## config.mk

```make
export PLATFORM = sky130hd
export DESIGN_NAME = wave_capture
export DESIGN_NICKNAME = d
export VERILOG_FILES = /design/src/rtl/wave_capture.sv
export SDC_FILE = /design/constraint.sdc
export NUM_CORES = 1
export LEC_CHECK = 0
export BUFFER_PORTS_ARGS = -buffer_cell sky130_fd_sc_hd__buf_2
export CAP_MARGIN = 20
export CORE_MARGIN = 1
export CORE_UTILIZATION = 31
export DETAILED_ROUTE_END_ITERATION = 7
export SYNTH_ARGS = -nofsm -noshare
export SYNTH_HDL_FRONTEND = slang
export SYNTH_SLANG_ARGS = --single-unit
export TNS_END_PERCENT = 50
```

## constraint.sdc

```tcl
create_clock -name clk -period 1.5 [get_ports clk]
set_clock_uncertainty 0.15 [all_clocks]
set_input_delay 0.15 -clock clk [delete_from_list [all_inputs] [get_ports clk]]
set_output_delay 0.15 -clock clk [all_outputs]
set_load 0.01 [all_outputs]
```

## src/rtl/wave_capture.sv

```systemverilog
// rtl/wave_capture.sv - zero-crossing triggered double-buffered waveform capture
module wave_capture #(
    parameter int SAMPLE_WIDTH = 16,
    parameter int ADDR_WIDTH   = 9
) (
    input  logic                    clk,
    input  logic                    reset,
    input  logic                    new_sample_ready,
    input  logic [SAMPLE_WIDTH-1:0] new_sample_in,
    input  logic                    wave_display_idle,
    output logic [ADDR_WIDTH-1:0]   write_address,
    output logic                    write_enable,
    output logic [7:0]              write_sample,
    output logic                    read_index,
    output logic [1:0]              capture_state
);

    localparam int OFFSET_WIDTH = ADDR_WIDTH - 1;

    typedef enum logic [1:0] {
        ST_ARMED  = 2'd0,
        ST_ACTIVE = 2'd1,
        ST_WAIT   = 2'd2
    } state_t;

    state_t                  state;
    state_t                  state_next;
    logic [OFFSET_WIDTH-1:0] offset;
    logic [OFFSET_WIDTH-1:0] offset_next;
    logic [OFFSET_WIDTH-1:0] write_offset;
    logic                    prev_neg;
    logic                    sample_neg;
    logic                    crossing;
    logic                    last_offset;
    logic                    do_write;
    logic                    flip;
    logic                    unused_low_bits;

    assign sample_neg      = new_sample_in[SAMPLE_WIDTH-1];
    assign crossing        = new_sample_ready && prev_neg && !sample_neg;
    assign last_offset     = (offset == {OFFSET_WIDTH{1'b1}});
    assign unused_low_bits = ^new_sample_in[SAMPLE_WIDTH-9:0];

    always_ff @(posedge clk or posedge reset) begin
        if (reset) begin
            state <= ST_ARMED;
        end else begin
            state <= state_next;
        end
    end

    always_comb begin
        state_next  = state;
        offset_next = offset;
        case (state)
            ST_ARMED: begin
                if (crossing) begin
                    offset_next = OFFSET_WIDTH'(1);
                    state_next  = ST_ACTIVE;
                end
            end
            ST_ACTIVE: begin
                if (new_sample_ready) begin
                    // Incrementing past the last entry wraps offset back to 0.
                    offset_next = offset + 1'b1;
                    if (last_offset) begin
                        state_next = ST_WAIT;
                    end
                end
            end
            ST_WAIT: begin
                if (wave_display_idle) begin
                    offset_next = '0;
                    state_next  = ST_ARMED;
                end
            end
            default: begin
                offset_next = '0;
                state_next  = ST_ARMED;
            end
        endcase
    end

    always_comb begin
        do_write      = 1'b0;
        write_offset  = offset;
        flip          = 1'b0;
        capture_state = state;
        case (state)
            ST_ARMED: begin
                do_write     = crossing;
                write_offset = '0;
            end
            ST_ACTIVE: begin
                do_write = new_sample_ready;
            end
            ST_WAIT: begin
                flip = wave_display_idle;
            end
            default: begin
                do_write = 1'b0;
            end
        endcase
    end

    // The write half is always the complement of the half being displayed.
    always_ff @(posedge clk or posedge reset) begin
        if (reset) begin
            offset        <= '0;
            prev_neg      <= 1'b0;
            read_index    <= 1'b0;
            write_enable  <= 1'b0;
            write_address <= '0;
            write_sample  <= '0;
        end else begin
            offset       <= offset_next;
            write_enable <= do_write;
            if (new_sample_ready) begin
                prev_neg <= sample_neg;
            end
            if (flip) begin
                read_index <= ~read_index;
            end
            if (do_write) begin
                write_address <= {~read_index, write_offset};
                write_sample  <= {~sample_neg, new_sample_in[SAMPLE_WIDTH-2 -: 7]};
            end
        end
    end

endmodule

```

==> run summary, run 1 <==
The kind of launch point of the worst setup path is a flip-flop. In the synthesized netlist the dominant register cell turns out to be sky130_fd_sc_hd__dfrtp_1. For the count of unique library cells instantiated by Yosys, the log shows 36. The routed wire length on met3 is 140 µm.

By area the synthesized netlist is led by sky130_fd_sc_hd__dfrtp_1 58%, sky130_fd_sc_hd__mux2_2 6.9%, sky130_fd_sc_hd__a22o_1 3.4%, sky130_fd_sc_hd__nand2_1 2.9%, sky130_fd_sc_hd__o21ai_0 2.7%. Uppermost signal routing layer after detailed routing: met4. Once placement completed, the tool counted placed cells totaling 215. After floorplanning, the core was divided into 23 placement rows. Remaining global-route overflow: 0. Each instance of the synthesized netlist takes up on average 11.5 µm². The signal arrival time at the worst endpoint was 1.64 ns; the area growth from synthesis to final layout was 60.7%. The tools report the count of boundary I/O pins as 41.

The core region is 0.00400 mm². STA puts the critical path data required time at 1.54 ns. The initial antenna violation count is 0. After the last flow step, the layout net total stands at 213.

The count of endpoints failing hold in the final timing report is 0, and the effective utilization at floorplan is 0.325. The total global routing track utilization came out at 0.162. The kind of critical path was reg2reg. Power spread over the standard cell area amounts to 1800 mW/mm². The later pin in the worst-skew pair is clocked with a latency of 0.28 ns. Kind of end point of the critical path: a flip-flop. The detailed router's first-iteration violation count was 39. The HPWL after detailed placement is 2.25 mm.

The synthesized design spends more area on one cell type than any other, namely sky130_fd_sc_hd__dfrtp_1. The worst relative slew slack was 0.799. Counting every net in the synthesized netlist gives 134. The final reports fail on setup timing.

In this run the remaining antenna-violating nets after routing total 0. After synthesis the netlist holds a flip-flop and latch count of 30. The number of synthesized flops with an enable pin is 0, and the global-route wire length before repair is 5.24 mm.

The most frequent cell after synthesis is sky130_fd_sc_hd__dfrtp_1. The logs give 0.0231 ns for the worst hold slack and 243 for the non-filler instance count after layout. Yosys printed 0 warnings. Final core area utilization: 0.522. In this run the number of H-tree levels came out at 2. The average wire per standard cell was 13.9 µm; the number of port buffers was 32. The first detailed-routing pass took 4 iterations.

The tools report the static leakage as 1.04 nW. Across the run, the number of max-cap violations was 0. In the final routing, the length of wire on met1 measures 1.48 mm.

The cell count after synthesis came out at 113. Traced cell by cell, the critical path runs through buf_6, nand3b_1, or4_1, o211ai_1. For the clock sink count, the log shows 30. Prior to clock tree synthesis, the placed netlist has a worst setup slack of -0.135 ns. The share of the synthesized area in the top cell type came out at 0.577.

The number of buffers on the longest clock path is 2. Share of final-layout standard cells stronger than drive strength 1: 0.523. Setup repair after global routing could not meet its margin everywhere. The maximum fanout encountered on the critical timing path is 5.

The final count of pins violating max slew was 0; the transition time at the pin with the least slew margin was 0.301 ns. The run gives 0 as the post-route DRC violation count. The number of buffers inserted during clock tree synthesis was 5; the final critical path time including I/O delays and setup was 1.60 ns. For the least setup slack across all paths after layout, the log shows -0.101 ns.

Using the TritonRoute via totals, the vias-per-cell ratio works out to 4.80. After detailed routing, the total wire length is 3.39 mm. Final weighted congestion in routability-driven placement: 0.767. The run gives 1166 as the routed via count.

The run finished, with violations left. By count the netlist is led by 30 x sky130_fd_sc_hd__dfrtp_1, 10 x sky130_fd_sc_hd__nand2_1, 8 x sky130_fd_sc_hd__mux2_2, 7 x sky130_fd_sc_hd__o21ai_0. The final cycle utilization of the critical path came out at 1.07. The met2 layer wire length in the routed design was 1.74 mm; the peak per-stage delay on the critical path was 0.44 ns.

The run gives 1143 as the number of global-route vias before repair. The tree is rooted in a sky130_fd_sc_hd__clkbuf_8. The largest net degree at the start of global routing is 20, and the proportion of register bits with asynchronous set or reset after synthesis is 1.00. Summing every instance area after synthesis gives 0.00130 mm².

After clock tree synthesis, the clock-pin slew on the worst setup and hold paths is 0.06 ns. Height of the die: 66.8 µm. The min-delay analysis places its worst path in the category in2reg.

The tools report the highest attainable clock frequency as 0.624 GHz. TritonCTS built the clock tree. The run gives 18 as the number of setup violations in the final report. For the peak supply drop, the log shows 0.687 mV. The die covers 0.00446 mm². The die is 66.8 µm wide. The run gives 0.577 as the sequential cell area fraction in the yosys report.

Among all stages on the critical path, the largest delay is contributed by sky130_fd_sc_hd__dfrtp_2. The number of antenna diodes in the final layout is 0. Summing internal, switching and leakage power gives 0.00377 W.
==> cell usage in the layout (no fill, tap or decap), drive strengths merged <==
| cell | Yosys | layout |
|---|---|---|
| ha | 1 | 1 |
| nor3b | 1 | 1 |
| a211o | 1 | 1 |
| and3b | 2 | 2 |
| inv | 5 | 5 |
| dlygate4sd3 | 0 | 9 |
| nand3 | 3 | 3 |
| clkinv | 0 | 1 |
| and3 | 2 | 2 |
| buf | 3 | 69 |
| a21oi | 4 | 4 |
| a31o | 1 | 1 |
| xnor2 | 1 | 1 |
| nor2 | 3 | 3 |
| o21ai | 7 | 7 |
| a31oi | 3 | 3 |
| or4 | 1 | 1 |
| a221o | 1 | 1 |
| nand3b | 2 | 2 |
| a22o | 5 | 5 |
| and2 | 1 | 1 |
| nor2b | 3 | 3 |
| nor3 | 3 | 3 |
| nand4 | 1 | 1 |
| mux2i | 1 | 1 |
| mux2 | 9 | 9 |
| nand2 | 10 | 10 |
| nor4 | 1 | 1 |
| a311oi | 1 | 1 |
| dfrtp | 30 | 30 |
| o211ai | 2 | 2 |
| clkbuf | 3 | 7 |
| nand2b | 1 | 1 |
| or3 | 1 | 1 |
==> sequential cells by signal, summed over array words and instances, names as in the netlist <==
register	count
read_index	1
offset	8
write_sample	8
prev_neg	1
capture_state	2
write_address	9
write_enable	1
==> worst max-delay path: cells and delay by family (launching register included) <==
kind / cells / cell delay [ns]
DFF: 1 / 0.44
buffers and inverters: 1 / 0.13
AOI/OAI and AO/OA: 1 / 0.11
and+or+nand+nor: 2 / 0.68
==> timing repair <==
action / CTS / global route
endpoints found under the hold margin: 38 / 0
hold buffers: 9 / 0
buffers inserted: 4 / 6
pin swaps: 3 / 7
gates resized for setup: 22 / 16
gates cloned: 1 / 0
setup endpoints to repair: 24 / 26
==> through the flow <==
step / TNS (ns) / cell area (µm²)
3_3_place_gp: -1.05 / 1700
4_1_cts: -0.758 / 1980
3_5_place_dp: -1.60 / 1700
2_1_floorplan: -0.317 / 1320
5_1_grt: -1.93 / 2090
6_report: -0.948 / 2090
==> routing by layer <==
layer / GRT usage / vias to the layer above
met5: 0 / -
met4: 0.0479 / 0
met3: 0.0565 / 6
met2: 0.288 / 24
met1: 0.179 / 572
li1: - / 564
==> final cells by class <==
class	instances	area, µm²
well taps	50	62.6
inverters	5	18.8
clock buffers	7	86.3
multi-input cells	72	602
clock inverters	1	5.00
repair buffers	78	562
fillers	356	1910
flip-flops and latches	30	753
==> final timing paths <==
path,cells after the start,slack (ns),start,end
setup / recovery,4,-0.10,capture_state[1]$_DFFE_PP0P_,offset[7]$_DFFE_PP0P_
hold / removal,2,0.02,new_sample_in[15],prev_neg$_DFFE_PP0P_
setup reg to reg,4,-0.10,capture_state[1]$_DFFE_PP0P_,offset[7]$_DFFE_PP0P_
hold reg to reg,2,0.33,write_sample[7]$_DFFE_PP0P_,write_sample[7]$_DFFE_PP0P_
max in group asynchronous,4,0.69,reset,write_address[5]$_DFFE_PP0P_
min in group asynchronous,4,0.26,reset,read_index$_DFFE_PP0P_
==> kinds of logic after synthesis <==
family,Yosys count,synth area share
simple gates,35,0.151
flops,30,0.577
compound gates,25,0.130
buf+inv,11,0.0395
mux,10,0.0857
xor+xnor,1,0.00674
fa+ha+maj,1,0.00962
==> report_power, final <==
group / internal (W) / total [W] / switching (W)
clock: 0.000369 / 0.000656 / 0.000287
sequential: 0.00111 / 0.00131 / 0.000204
combinational: 0.000982 / 0.00180 / 0.000813
total: 0.00246 / 0.00377 / 0.00130
No activity file was read; power rests on OpenSTA's default activity.
==> run 2: changes to the inputs <==
- CELL_PAD_IN_SITES_DETAIL_PLACEMENT: unset -> 1
- CELL_PAD_IN_SITES_GLOBAL_PLACEMENT: unset -> 1
- GPL_ROUTABILITY_DRIVEN: unset -> 0
- PLACE_DENSITY_LB_ADDON: unset -> 0.1
- SKIP_CTS_REPAIR_TIMING: unset -> 1
==> run 2 against run 1 <==
The run still ends with setup timing left. Die area stayed put. Largest power group unchanged. Critical path type unchanged. Wire length is 0.47% higher. Combinational power is 14% lower. Hold slack better by 0.024 ns. Register-to-register slack better by 0.04 ns. First-iteration DRC count is 33% lower. Via count is 4.6% lower. Design area is 7.1% lower. Highest routed layer unchanged. Non-clock buffer count is 13 lower. Sequential cell count stayed put.
==> run summary, run 2 (synthesized netlist as in run 1, its figures left out) <==
The run finished, with violations left. The final reports fail on setup timing. The die area was 0.00446 mm² (unchanged). The total global routing track utilization was 0.171 (+0.00937); the clock share of power was 0.220 (+0.046). Number of stages on the worst setup path: 3 (-1). Startpoint of the worst hold path: new_sample_in[15]. Register share of total power: 0.359 (+0.010). The number of buffer and inverter stages on the critical path is 0 (-1). The kind of critical path was reg2reg. Highest attainable clock frequency: 0.639 GHz (+2.3%). The master of the slowest instance on the critical path was sky130_fd_sc_hd__dfrtp_2. Leaving out fill and tap cells, the most frequent cell in the layout is sky130_fd_sc_hd__buf_2.

Leaving out fill and tap cells, the most frequent cells in the layout are 32 x sky130_fd_sc_hd__buf_2, 28 x sky130_fd_sc_hd__dfrtp_1, 23 x sky130_fd_sc_hd__buf_4. write_address holds more flip-flops than any other register. The detailed-placement wirelength estimate was 2.48 mm (+9.9%). The number of port buffers works out to 32 (unchanged). The number of cells on the worst hold path is 3 (+1), and the power density over the cells is 1890 mW/mm² (+4.9%). TritonCTS built the clock tree. The post-layout total power is 0.00367 W (-2.6%). The final net count was 200 (-6.1%); the final routed wirelength across all metal layers was 3.40 mm (+0.47%).

Worst hold slack: 0.0469 ns (+0.0238 ns). The signal arrival time at the worst endpoint was 1.58 ns (-0.06 ns). The average wire per standard cell was 14.8 µm (+6.2%); the global-route wire length before repair was 5.41 mm (+3.1%).

In this run the worst hold path is classified as in2reg. The switching portion of total power was 0.345 (-0.000873). The logs give 23 (unchanged) for the floorplan row count and 4 (unchanged) for the number of optimization iterations in the first detailed-route pass. The tools report the worst relative slew slack as 0.715 (-0.0837).

The number of setup violations in the final report was 4 (-14). The detailed router's first-iteration violation count is 26 (-33%). Number of buffers inserted during clock tree synthesis: 5 (unchanged).

For the initial antenna violation count, the log shows 0 (unchanged). The clock transition at the registers of the reported paths was 0.07 ns (about the same); the largest net degree at the start of global routing was 23 (+15%). The peak per-stage delay on the critical path is 0.46 ns (+0.02 ns), and the clock sink count is 30 (unchanged). Tracing the worst setup path back leads to its startpoint at capture_state[1]$_DFFE_PP0P_. The final cycle utilization of the critical path was 1.04 (-0.0245). The required time at the endpoint of the critical path was 1.52 ns (-0.02 ns). The final core area utilization is 0.485 (-0.0372). The root buffer cell chosen for the clock tree is sky130_fd_sc_hd__clkbuf_8. The routed via count is 1112 (-4.6%), and the floorplan core area is 0.00400 mm² (unchanged). For the remaining global-route overflow, the log shows 0 (unchanged). The number of antenna cells inserted is 0 (unchanged). The final critical path time including I/O delays and setup is 1.56 ns (-0.0367 ns). The flip-flop count of the largest register after layout works out to 9 (unchanged). The max-capacitance violation count was 0 (unchanged); the post-detailed-route via-to-cell ratio was 4.83 (+0.76%).

The tools report the total negative setup slack as -0.137 ns (+0.811 ns). The run gives -0.141 ns (-0.00594 ns) as the minimum setup slack after placement. The count of boundary I/O pins came out at 41 (unchanged).

Kind of launch point of the worst setup path: a flip-flop. From synthesis to final layout, the design area changed by 49.3%. Setup repair after global routing could not meet its margin everywhere. Effective utilization at floorplan: 0.325 (unchanged). The number of global-route vias before repair was 1139 (-0.35%); the least setup slack across all paths after layout was -0.0646 ns (+0.0367 ns). The horizontal die dimension is 66.8 µm (unchanged), and the cell-internal power is 0.00240 W (-2.5%).

The number of nets with antenna violations after routing was 0 (unchanged). The count of endpoints failing hold in the final timing report is 0 (unchanged). The startpoint identified for the worst register-to-register timing path is capture_state[1]$_DFFE_PP0P_. Walking the worst path, the cells encountered are nor3b_4, or3_4, a221o_1. The run gives 0 (unchanged) as the post-route DRC violation count.

The length in cells of the worst reg-to-reg path was 3 (-1). The kind of end point of the critical path was a flip-flop. The transition time at the pin with the least slew margin is 0.427 ns (+0.126 ns). The peak supply drop is 0.705 mV (+2.5%), and the share of final-layout standard cells stronger than drive strength 1 is 0.478 (-0.0455).

The height of the die is 66.8 µm (unchanged). Kind of cell adding the most delay to the critical path: simple AND/OR/NAND/NOR gates. The maximum fanout encountered on the critical timing path is 8 (+3).

The tools report the number of buffers on the longest clock path as 2 (unchanged). The share of total power in combinational logic was 0.422 (-0.055); the static leakage was 0.941 nW (-9.4%). In the final layout, the registers with the most flip-flops are write_address: 9 flops, offset: 8 flops, write_sample: 8 flops.

The H-tree depth reported by CTS is 2 (unchanged), and the power spent charging and discharging nets is 0.00127 W (-2.8%). The final count of pins violating max slew was 0 (unchanged); the insertion delay to the later sink of the worst-skew pair was 0.29 ns (about the same).
## run 2: cell types whose count changed in the layout (fill, tap and decap cells not counted), sizes merged
| cell | previous run | this run |
|---|---|---|
| clkinv | 1 | 2 |
| buf | 69 | 57 |
| bufinv | 0 | 1 |
| clkbuf | 7 | 5 |
| dlygate4sd3 | 9 | 8 |
## run 2: worst register-to-register path, cell delays in order (launching register included)
cell and delay (ns):
sky130_fd_sc_hd__dfrtp_2 0.46, sky130_fd_sc_hd__nor3b_4 0.18, sky130_fd_sc_hd__or3_4 0.33, sky130_fd_sc_hd__a221o_1 0.32
## run 2: area by class of cell
class	instances	area (µm²)
Fill cell	460	2060
Inverter	5	18.8
Timing Repair Buffer	65	453
Multi-Input combinational cell	72	544
Tap cell	50	62.6
Clock inverter	3	40.0
Sequential cell	30	753
Clock buffer	5	68.8
## run 2: power groups by stage
stage	Sequential [W]	Clock (W)	Combinational (W)
finish	0.00132	0.000806	0.00155
global route	0.00136	0.000873	0.00172
CTS	0.00131	0.000832	0.00149
detailed placement	0.00133	0	0.00149
global placement	0.00131	0	0.00142
floorplan	0.00141	0	0.000672
## run 2: worst paths after layout
check                                          endpoint  slack, ns
max                               offset[6]$_DFFE_PP0P_      -0.06
min                         write_sample[7]$_DFFE_PP0P_       0.05
max reg2reg                       offset[6]$_DFFE_PP0P_      -0.06
min reg2reg                write_address[5]$_DFFE_PP0P_       0.33
max in group asynchronous   write_sample[4]$_DFFE_PP0P_       0.48
min in group asynchronous         offset[1]$_DFFE_PP0P_       0.26
## run 2: routing by layer
metal,up-vias,global-route usage,part of all wire
li1,536,-,-
met1,543,0.206,0.44
met2,25,0.269,0.49
met3,8,0.0531,0.042
met4,0,0.0931,0.024
met5,-,0,0
## run 2: stage by stage
step / cells / instance area [µm²]
2_1_floorplan: 113 / 1320
3_3_place_gp: 212 / 1700
3_5_place_dp: 212 / 1700
4_1_cts: 220 / 1810
5_1_grt: 230 / 1940
6_report: 230 / 1940
